## config.mk

```make
export PLATFORM = sky130hd
export DESIGN_NAME = rr_encoder_arbiter_flat
export DESIGN_NICKNAME = d
export VERILOG_FILES = /design/src/rtl/rr_encoder_arbiter_if.sv /design/src/rtl/rr_encoder_arbiter.sv /design/src/flat_wrapper.sv
export SDC_FILE = /design/constraint.sdc
export NUM_CORES = 1
export LEC_CHECK = 0
export CAP_MARGIN = 10
export CORE_UTILIZATION = 30
export DETAILED_ROUTE_END_ITERATION = 6
export GPL_TIMING_DRIVEN = 0
export PLACE_DENSITY_LB_ADDON = 0.2
export SYNTH_ARGS = -nofsm -noshare
export SYNTH_HDL_FRONTEND = slang
export SYNTH_SLANG_ARGS = --single-unit
```

## constraint.sdc

```tcl
create_clock -name clk -period 3.9 [get_ports clk]
set_input_delay 0.585 -clock clk [delete_from_list [all_inputs] [get_ports clk]]
set_output_delay 0.585 -clock clk [all_outputs]
set_load 0.01 [all_outputs]
```

## src/rtl/rr_encoder_arbiter_if.sv

```systemverilog
`default_nettype none
// ============================================================================
// Module      : rr_encoder_arbiter_if
// Description : Request/grant bundle between eight requesters and the
//               round-robin encoder arbiter.
//               master : requester side (drives en/req/done)
//               slave  : arbiter side   (drives gnt/gnt_idx/gnt_valid/timeout)
//   en        1  arbiter enable
//   req       8  request vector, bit i = requester i
//   done      1  owner release pulse
//   gnt       8  registered one-hot grant
//   gnt_idx   3  binary index of the granted requester
//   gnt_valid 1  grant present
//   timeout   1  one-cycle pulse on a forced release
// Revision    : 1.0 - initial release
// ============================================================================
interface rr_encoder_arbiter_if;
  logic       en;
  logic [7:0] req;
  logic       done;
  logic [7:0] gnt;
  logic [2:0] gnt_idx;
  logic       gnt_valid;
  logic       timeout;

  modport master (
    output en, req, done,
    input  gnt, gnt_idx, gnt_valid, timeout
  );

  modport slave (
    input  en, req, done,
    output gnt, gnt_idx, gnt_valid, timeout
  );
endinterface
`default_nettype wire

```

## src/rtl/rr_encoder_arbiter.sv

```systemverilog
`default_nettype none
// ============================================================================
// Module      : rr_encoder_arbiter
// Description : Round-robin arbiter in front of an 8-to-3 encoder datapath.
//               Picks the first requester at or after a rotating pointer,
//               registers a one-hot grant plus its index and holds it until
//               the owner releases it (done, request withdrawal, en low, or
//               hold limit). The pointer moves to owner+1 on every release.
// Ports       : clk    - clock, rising edge
//               rst_n  - asynchronous active-low reset
//               arb    - rr_encoder_arbiter_if.slave request/grant bundle
// Parameters  : MAX_HOLD - hold limit in cycles (1..255), timeout build only
// Options     : ARB_TIMEOUT_EN - when defined, adds the hold counter and the
//               forced-release timeout pulse; otherwise timeout is tied 0.
// Revision    : 1.0 - initial release
// ============================================================================
module rr_encoder_arbiter #(
  parameter int MAX_HOLD = 16
) (
  input  wire logic             clk,
  input  wire logic             rst_n,
  rr_encoder_arbiter_if.slave   arb
);

  typedef enum logic [0:0] {
    ST_IDLE = 1'b0,
    ST_BUSY = 1'b1
  } state_t;

  if (MAX_HOLD < 1 || MAX_HOLD > 255) begin : g_max_hold_range
    $error("rr_encoder_arbiter: MAX_HOLD must be within 1..255");
  end

  state_t     r_state;
  logic [2:0] r_ptr;
  logic [7:0] r_gnt;
  logic [2:0] r_gnt_idx;
  logic       r_gnt_valid;

  logic       w_pick_hit;
  logic [2:0] w_pick_idx;
  logic       w_other_rel;
  logic       w_release;

  // Rotated priority search. Candidates are visited farthest-first so the
  // last hit written is the one nearest to the pointer.
  always_comb begin : p_pick
    logic [2:0] l_cand;
    w_pick_hit = 1'b0;
    w_pick_idx = 3'd0;
    l_cand     = 3'd0;
    for (int i = 7; i >= 0; i--) begin
      l_cand = r_ptr + 3'(i);
      if (arb.req[l_cand]) begin
        w_pick_hit = 1'b1;
        w_pick_idx = l_cand;
      end
    end
  end

  assign w_other_rel = arb.done | ~arb.req[r_gnt_idx] | ~arb.en;

`ifdef ARB_TIMEOUT_EN
  localparam logic [7:0] c_HOLD_LAST = 8'(MAX_HOLD - 1);

  logic [7:0] r_hold_cnt;
  logic       r_timeout;
  logic       w_hold_hit;

  assign w_hold_hit = (r_hold_cnt == c_HOLD_LAST);
  assign w_release  = w_other_rel | w_hold_hit;
`else
  assign w_release  = w_other_rel;
`endif

  always_ff @(posedge clk or negedge rst_n) begin
    if (!rst_n) begin
      r_state     <= ST_IDLE;
      r_ptr       <= 3'd0;
      r_gnt       <= 8'd0;
      r_gnt_idx   <= 3'd0;
      r_gnt_valid <= 1'b0;
`ifdef ARB_TIMEOUT_EN
      r_hold_cnt  <= 8'd0;
      r_timeout   <= 1'b0;
`endif
    end else begin
`ifdef ARB_TIMEOUT_EN
      r_timeout <= 1'b0;
      // Counts cycles already spent in BUSY; zero on the first BUSY cycle.
      if (r_state == ST_BUSY) begin
        r_hold_cnt <= r_hold_cnt + 8'd1;
      end else begin
        r_hold_cnt <= 8'd0;
      end
`endif
      case (r_state)
        ST_IDLE: begin
          if (arb.en && w_pick_hit) begin
            r_state     <= ST_BUSY;
            r_gnt       <= 8'd1 << w_pick_idx;
            r_gnt_idx   <= w_pick_idx;
            r_gnt_valid <= 1'b1;
          end
        end
        ST_BUSY: begin
          if (w_release) begin
            r_state     <= ST_IDLE;
            r_gnt       <= 8'd0;
            r_gnt_idx   <= 3'd0;
            r_gnt_valid <= 1'b0;
            r_ptr       <= r_gnt_idx + 3'd1;
`ifdef ARB_TIMEOUT_EN
            // Only a pure hold-limit release counts as a timeout.
            r_timeout   <= w_hold_hit & ~w_other_rel;
`endif
          end
        end
        default: begin
          r_state <= ST_IDLE;
        end
      endcase
    end
  end

  assign arb.gnt       = r_gnt;
  assign arb.gnt_idx   = r_gnt_idx;
  assign arb.gnt_valid = r_gnt_valid;
`ifdef ARB_TIMEOUT_EN
  assign arb.timeout   = r_timeout;
`else
  assign arb.timeout   = 1'b0;
`endif

endmodule
`default_nettype wire

```

## src/flat_wrapper.sv

```systemverilog
// flat-port wrapper written by rule: the top's interface ports become plain ports
module rr_encoder_arbiter_flat 
#(
  parameter int MAX_HOLD = 16
)
  (clk, rst_n, arb_en, arb_req, arb_done, arb_gnt, arb_gnt_idx, arb_gnt_valid, arb_timeout);
  rr_encoder_arbiter_if arb_i ();
  input  wire logic clk;
  input  wire logic rst_n;
  input wire logic [$bits(arb_i.en)-1:0] arb_en;
  input wire logic [$bits(arb_i.req)-1:0] arb_req;
  input wire logic [$bits(arb_i.done)-1:0] arb_done;
  output wire logic [$bits(arb_i.gnt)-1:0] arb_gnt;
  output wire logic [$bits(arb_i.gnt_idx)-1:0] arb_gnt_idx;
  output wire logic [$bits(arb_i.gnt_valid)-1:0] arb_gnt_valid;
  output wire logic [$bits(arb_i.timeout)-1:0] arb_timeout;
  assign arb_i.en = arb_en;
  assign arb_i.req = arb_req;
  assign arb_i.done = arb_done;
  assign arb_gnt = arb_i.gnt;
  assign arb_gnt_idx = arb_i.gnt_idx;
  assign arb_gnt_valid = arb_i.gnt_valid;
  assign arb_timeout = arb_i.timeout;
  rr_encoder_arbiter #(.MAX_HOLD(MAX_HOLD)) u_core (.clk(clk), .rst_n(rst_n), .arb(arb_i));
endmodule
```

; ---- Yosys cells after proc, flatten, opt, wreduce, memory -nomap -nowiden
; Cells that the tools add are included.
[totals]
regBits = 16
in_bits = 12
out_inout_bits = 13
wordCells = 79
[classes]
n_addsub = 8
magnitude_cmp = 9
n_eq_ne = 2
shift = 1
n_mux = 46
bitwise = 5
reduce_logical = 3
[ops]
columns = op, count
row1 = $lt 3x4->1 const B, 9
row2 = $mux 3, 10
row3 = $bmux 1 s3, 9
row4 = $mux 1, 21
row5 = $mux 8, 2
row6 = $pmux 8 s2, 1
row7 = $add 3x3->3 const B, 4
row8 = $shl 1x3->8 const A, 1
row9 = $add 3x1->3 const B, 2
row10 = $add 3x2->3 const B, 2
row11 = $pmux 3 s2, 1
row12 = $pmux 1 s2, 2
row13 = $reduce_and 2->1, 2
row14 = $not 1->1, 3
row15 = $ne 2x1->1 const B, 1
row16 = $ne 2x2->1 const B, 1
row17 = $or 1x1->1, 2
row18 = $logic_and 1x1->1, 1

; ---- Depth between registers and ports, before layout
[depth]
depth_word = 14
ltp_mapped = 13

; ---- Worst setup path before layout
; Ideal clock, no wire load.
[synth_timing]
path_kind = register to register
start = register u_core.r_ptr[0]
end = register u_core.r_gnt[0] (netlist: u_core.arb.gnt[0])
setup_ps = 67
t_arrival_ps = 2910
required_time_ps = 3833
slack_ps = 923
path_stages_with_launch = 14
period_less_slack_ps = 2977
path_cell_list = dfrtp_1 buf_4 inv_4 buf_4 ha_1 buf_2 mux4_2 mux2_2 a32o_1 mux2i_1 o31ai_1 o31ai_1 nor2b_1 a32o_1
[synth_between]
elab_chain_cells = 14
elab_cells_between_ends = 45
[synth_rtl]
columns = element, line
row1 = from (decl), rr_encoder_arbiter.sv:35  ; logic [2:0] r_ptr;
row2 = from (signal assigned), rr_encoder_arbiter.sv:112  ; r_ptr <= r_gnt_idx + 3'd1;
row3 = $add 3x3->3, rr_encoder_arbiter.sv:53  ; l_cand = r_ptr + 3'(i);
row4 = $bmux 1 s3, rr_encoder_arbiter.sv:54  ; if (arb.req[l_cand]) begin
row5 = $mux 1 (not written as such), rr_encoder_arbiter.sv:54
row6 = $mux 3 or $mux 1 (tied branches) (8 in a row), rr_encoder_arbiter.sv:54
row7 = $shl 1x3->8 or $logic_and 1x1->1 (tied branches), "rr_encoder_arbiter.sv:101, rr_encoder_arbiter.sv:99"
row8 = $mux 8 or $ne 2x1->1 (tied branches), -
row9 = $pmux 8 s2 or $reduce_and 2->1 (tied branches), -
row10 = to (signal assigned), rr_encoder_arbiter.sv:101  ; r_gnt <= 8'd1 << w_pick_idx;
row11 = to (decl), rr_encoder_arbiter.sv:36  ; logic [7:0] r_gnt;
; Several ways; a longest one is shown, not always the timed one. The select of a mux whose other input is x is not followed.
; A chain may end at the register's enable or synchronous reset.

; ---- Worst setup path in the final report
[layout_timing]
start = register u_core.r_ptr[0]
end = register u_core.r_gnt[4] (netlist: u_core.arb.gnt[4])
; The elaborated chain is that of the path after synthesis.

==> impl_metrics.env <==
export IMPL_cp_arrival_ps=3580
export IMPL_path_class="flop to flop"
export IMPL_wl_met3_um=246
export IMPL_ys_flop_type="dfrtp_1"
export IMPL_top_layer="met4"
export IMPL_cts_root_buf="clkbuf_8"
export IMPL_clkTransAtPathRegs_ps=60
export IMPL_max_slew_margin_rel_pct=53.15
export IMPL_vdd_ir_drop_max_mv=0.3905
export IMPL_nFillCells=536
export IMPL_worstHoldEndpoint="u_core.arb.gnt[7]$_DFFE_PN0P_"
export IMPL_drc_errors=0
export IMPL_drt_iter0_markers=86
export IMPL_async_reset_ff_share_pct=100.0
export IMPL_hold_depth=1
export IMPL_die_h_um=77.56
export IMPL_r2r_start="u_core.r_ptr[0]$_DFFE_PN0P_"
export IMPL_synthesis_nets=191
export IMPL_worstHoldStart="u_core.arb.gnt[7]$_DFFE_PN0P_"
export IMPL_antenna_found_initial=0
export IMPL_num_io_pins=25
export IMPL_grt_max_degree=17
export IMPL_hold_path_class="flop to flop"
export IMPL_crit_required_ps=4090
export IMPL_cts_path_max_buffers=2
export IMPL_cts_resized_gates=0
export IMPL_postCtsHoldBufs=0
export IMPL_die_area_mm2=0.006016
export IMPL_critPathCaptureType="flop"
export IMPL_syn_inst=176
export IMPL_slew_violations=0
export IMPL_cp_max_fo=10
export IMPL_dr_pass1_iters=4
export IMPL_multiInputGateArea_mm2=0.001201
export IMPL_final_common_cell="clkdlybuf4s50_1"
export IMPL_seq_area_um2=400.4
export IMPL_post_drt_via_cell_ratio=5.476
export IMPL_period_needed_ps=3399
export IMPL_reg2reg_slack_ps=500
export IMPL_worst_pin_slew_ps=700.5
export IMPL_rsz0062_at_grt="no"
export IMPL_postCtsSetupBuffers=0
export IMPL_vias=1495
export IMPL_area_growth_pct=20.74
export IMPL_worst_skew_pair_late_latency_ps=250
export IMPL_io_buffer_count=21
export IMPL_drv_cap=0
export IMPL_grt_remaining_overflow=0
export IMPL_p_total_mw=2.008
export IMPL_seq_area_frac_synth_pct=23.37
export IMPL_drtAntennaViolNets=0
export IMPL_setup_viol=0
export IMPL_ys_ff_latch=16
export IMPL_fin_setup_tns_ps=0
export IMPL_cts_tree="yes"
export IMPL_status="complete, no violations"
export IMPL_finalHoldViolCount=0
export IMPL_wire_per_inst_um=16.06
export IMPL_cts_made_buffers=3
export IMPL_p_per_area_mw_per_mm2=970.8
export IMPL_placed_cells=269
export IMPL_cts_sinks=16
export IMPL_period_share_pct=87.14
export IMPL_worstSetupStartpointType="flop"
export IMPL_drt_met1_wl_mm=2.044
export IMPL_layout_common_cells="21 x clkdlybuf4s50_1, 17 x mux2i_1, 16 x nand2_1, 16 x dfrtp_1"
export IMPL_wl_met2_mm=2.055
export IMPL_fin_nets=217
export IMPL_grt_first_pass_wirelength_mm=7.383
export IMPL_yosysWarnings=0
export IMPL_synth_edf_count=0
export IMPL_die_w_um=77.56
export IMPL_final_cells=273
export IMPL_num_rows=27
export IMPL_clock_skew_ps=0.8168
export IMPL_ys_types=42
export IMPL_drt_total_wl_mm=4.385
export IMPL_grt_pass1_vias=1442
export IMPL_p_leak_nw=0.8748
export IMPL_max_freq_mhz=294.2
export IMPL_gp_congestion=0.8268
export IMPL_layout_drive_gt1_share_pct=19.40
export IMPL_h_tree_depth=1
export IMPL_r2r_end="u_core.arb.gnt[4]$_DFFE_PN0P_"
export IMPL_initial_core_util_pct=31.11
export IMPL_antenna_cells=0
export IMPL_r2r_cells=13
export IMPL_dp_hpwl_mm=3.373
export IMPL_track_usage_pct=15.48
export IMPL_synth_avg_cell_area_um2=9.732
export IMPL_coreArea_mm2=0.005507
export IMPL_synthesis_area_mm2=0.001713
where the power goes:
group          internal, mW  total (mW)  switching (mW)  leakage [nW]
sequential            0.228       0.274          0.0456         0.209
combinational         0.708        1.59           0.881         0.637
clock                0.0895       0.145          0.0551        0.0288
total                  1.03        2.01           0.982         0.875
cell type report:
class,instances,share of cell area [%]
multi-input combinational,139,58.08
clock buffer,4,2.662
buffer,12,3.630
timing repair buffer,21,10.16
tap,72,4.356
inverter,9,1.754
sequential,16,19.36
cell usage after synthesis, drive strengths merged, types with 4 or more instances:
library cell | n | area share (%)
o21ai | 7 | 2.0
dfrtp | 16 | 23
mux2i | 20 | 13
a21oi | 10 | 2.9
buf | 8 | 3.5
mux4 | 9 | 12
nor2 | 10 | 2.2
mux2 | 10 | 8.1
inv | 9 | 2.1
nand2 | 16 | 3.5
nand3 | 10 | 2.9
a32o | 9 | 5.3
clkbuf | 4 | 0.88
stage by stage:
stage / hold WS [ps] / utilization, % / cell area (µm²) / setup WS (ps)
final: 492.5 / 37.56 / 2068 / 501.3
after global routing: 505.6 / 37.56 / 2068 / 187.7
after CTS: 502.6 / 37.56 / 2068 / 497.7
after detailed placement: 481.2 / 36.56 / 2013 / 403.1
after global placement: 478.5 / 36.56 / 2013 / 376.0
after floorplan: 289.4 / - / 1713 / 923.1
worst max-delay path, stage by stage, from the launching register on:
cell      delay, ps
dfrtp_1         350
buf_4           200
inv_4            70
buf_4           190
ha_1            310
buf_2           250
mux2i_1         340
mux2i_1         120
o221ai_1        340
mux2i_1         230
o31ai_1          90
o31ai_1         280
nor2b_1         350
a32o_1          210
metal layers:
layer	vias up	GRT usage (%)
li1	711	-
met1	725	22.03
met2	55	24.87
met3	4	1.059
met4	0	4.906
met5	-	0
logic make-up after synthesis:
group                      after synthesis  synth area share, %
AOI/OAI and AO/OA                       43                18.77
xor gates and xnor gates                 5                2.557
adders and majority gates                3                2.192
buffers and inverters                   21                6.501
DFF                                     16                23.37
muxes                                   39                33.31
other                                    1               0.2189
and+or+nand+nor                         48                13.08
how the worst max path moves through the flow:
| stage | to | startpoint | depth (start not counted) |
|---|---|---|---|
| 2_1_floorplan | u_core.arb.gnt[0]$_DFFE_PN0P_ | u_core.r_ptr[0]$_DFFE_PN0P_ | 13 |
| 3_3_place_gp | u_core.arb.gnt[6]$_DFFE_PN0P_ | arb_req[0] | 9 |
| 3_5_place_dp | u_core.arb.gnt[7]$_DFFE_PN0P_ | arb_req[0] | 9 |
| 4_1_cts | u_core.arb.gnt[4]$_DFFE_PN0P_ | u_core.r_ptr[0]$_DFFE_PN0P_ | 13 |
| 5_1_grt | u_core.arb.gnt[4]$_DFFE_PN0P_ | u_core.r_ptr[0]$_DFFE_PN0P_ | 13 |
| 6_report | u_core.arb.gnt[4]$_DFFE_PN0P_ | u_core.r_ptr[0]$_DFFE_PN0P_ | 13 |
flip-flops by register name, summed over array words and instances (netlist names):
register,count
u_core.arb.gnt,8
u_core.arb.gnt_idx,3
u_core.arb.gnt_valid,1
u_core.r_ptr,3
u_core.r_state,1
No activity file was read; power rests on OpenSTA's default activity.
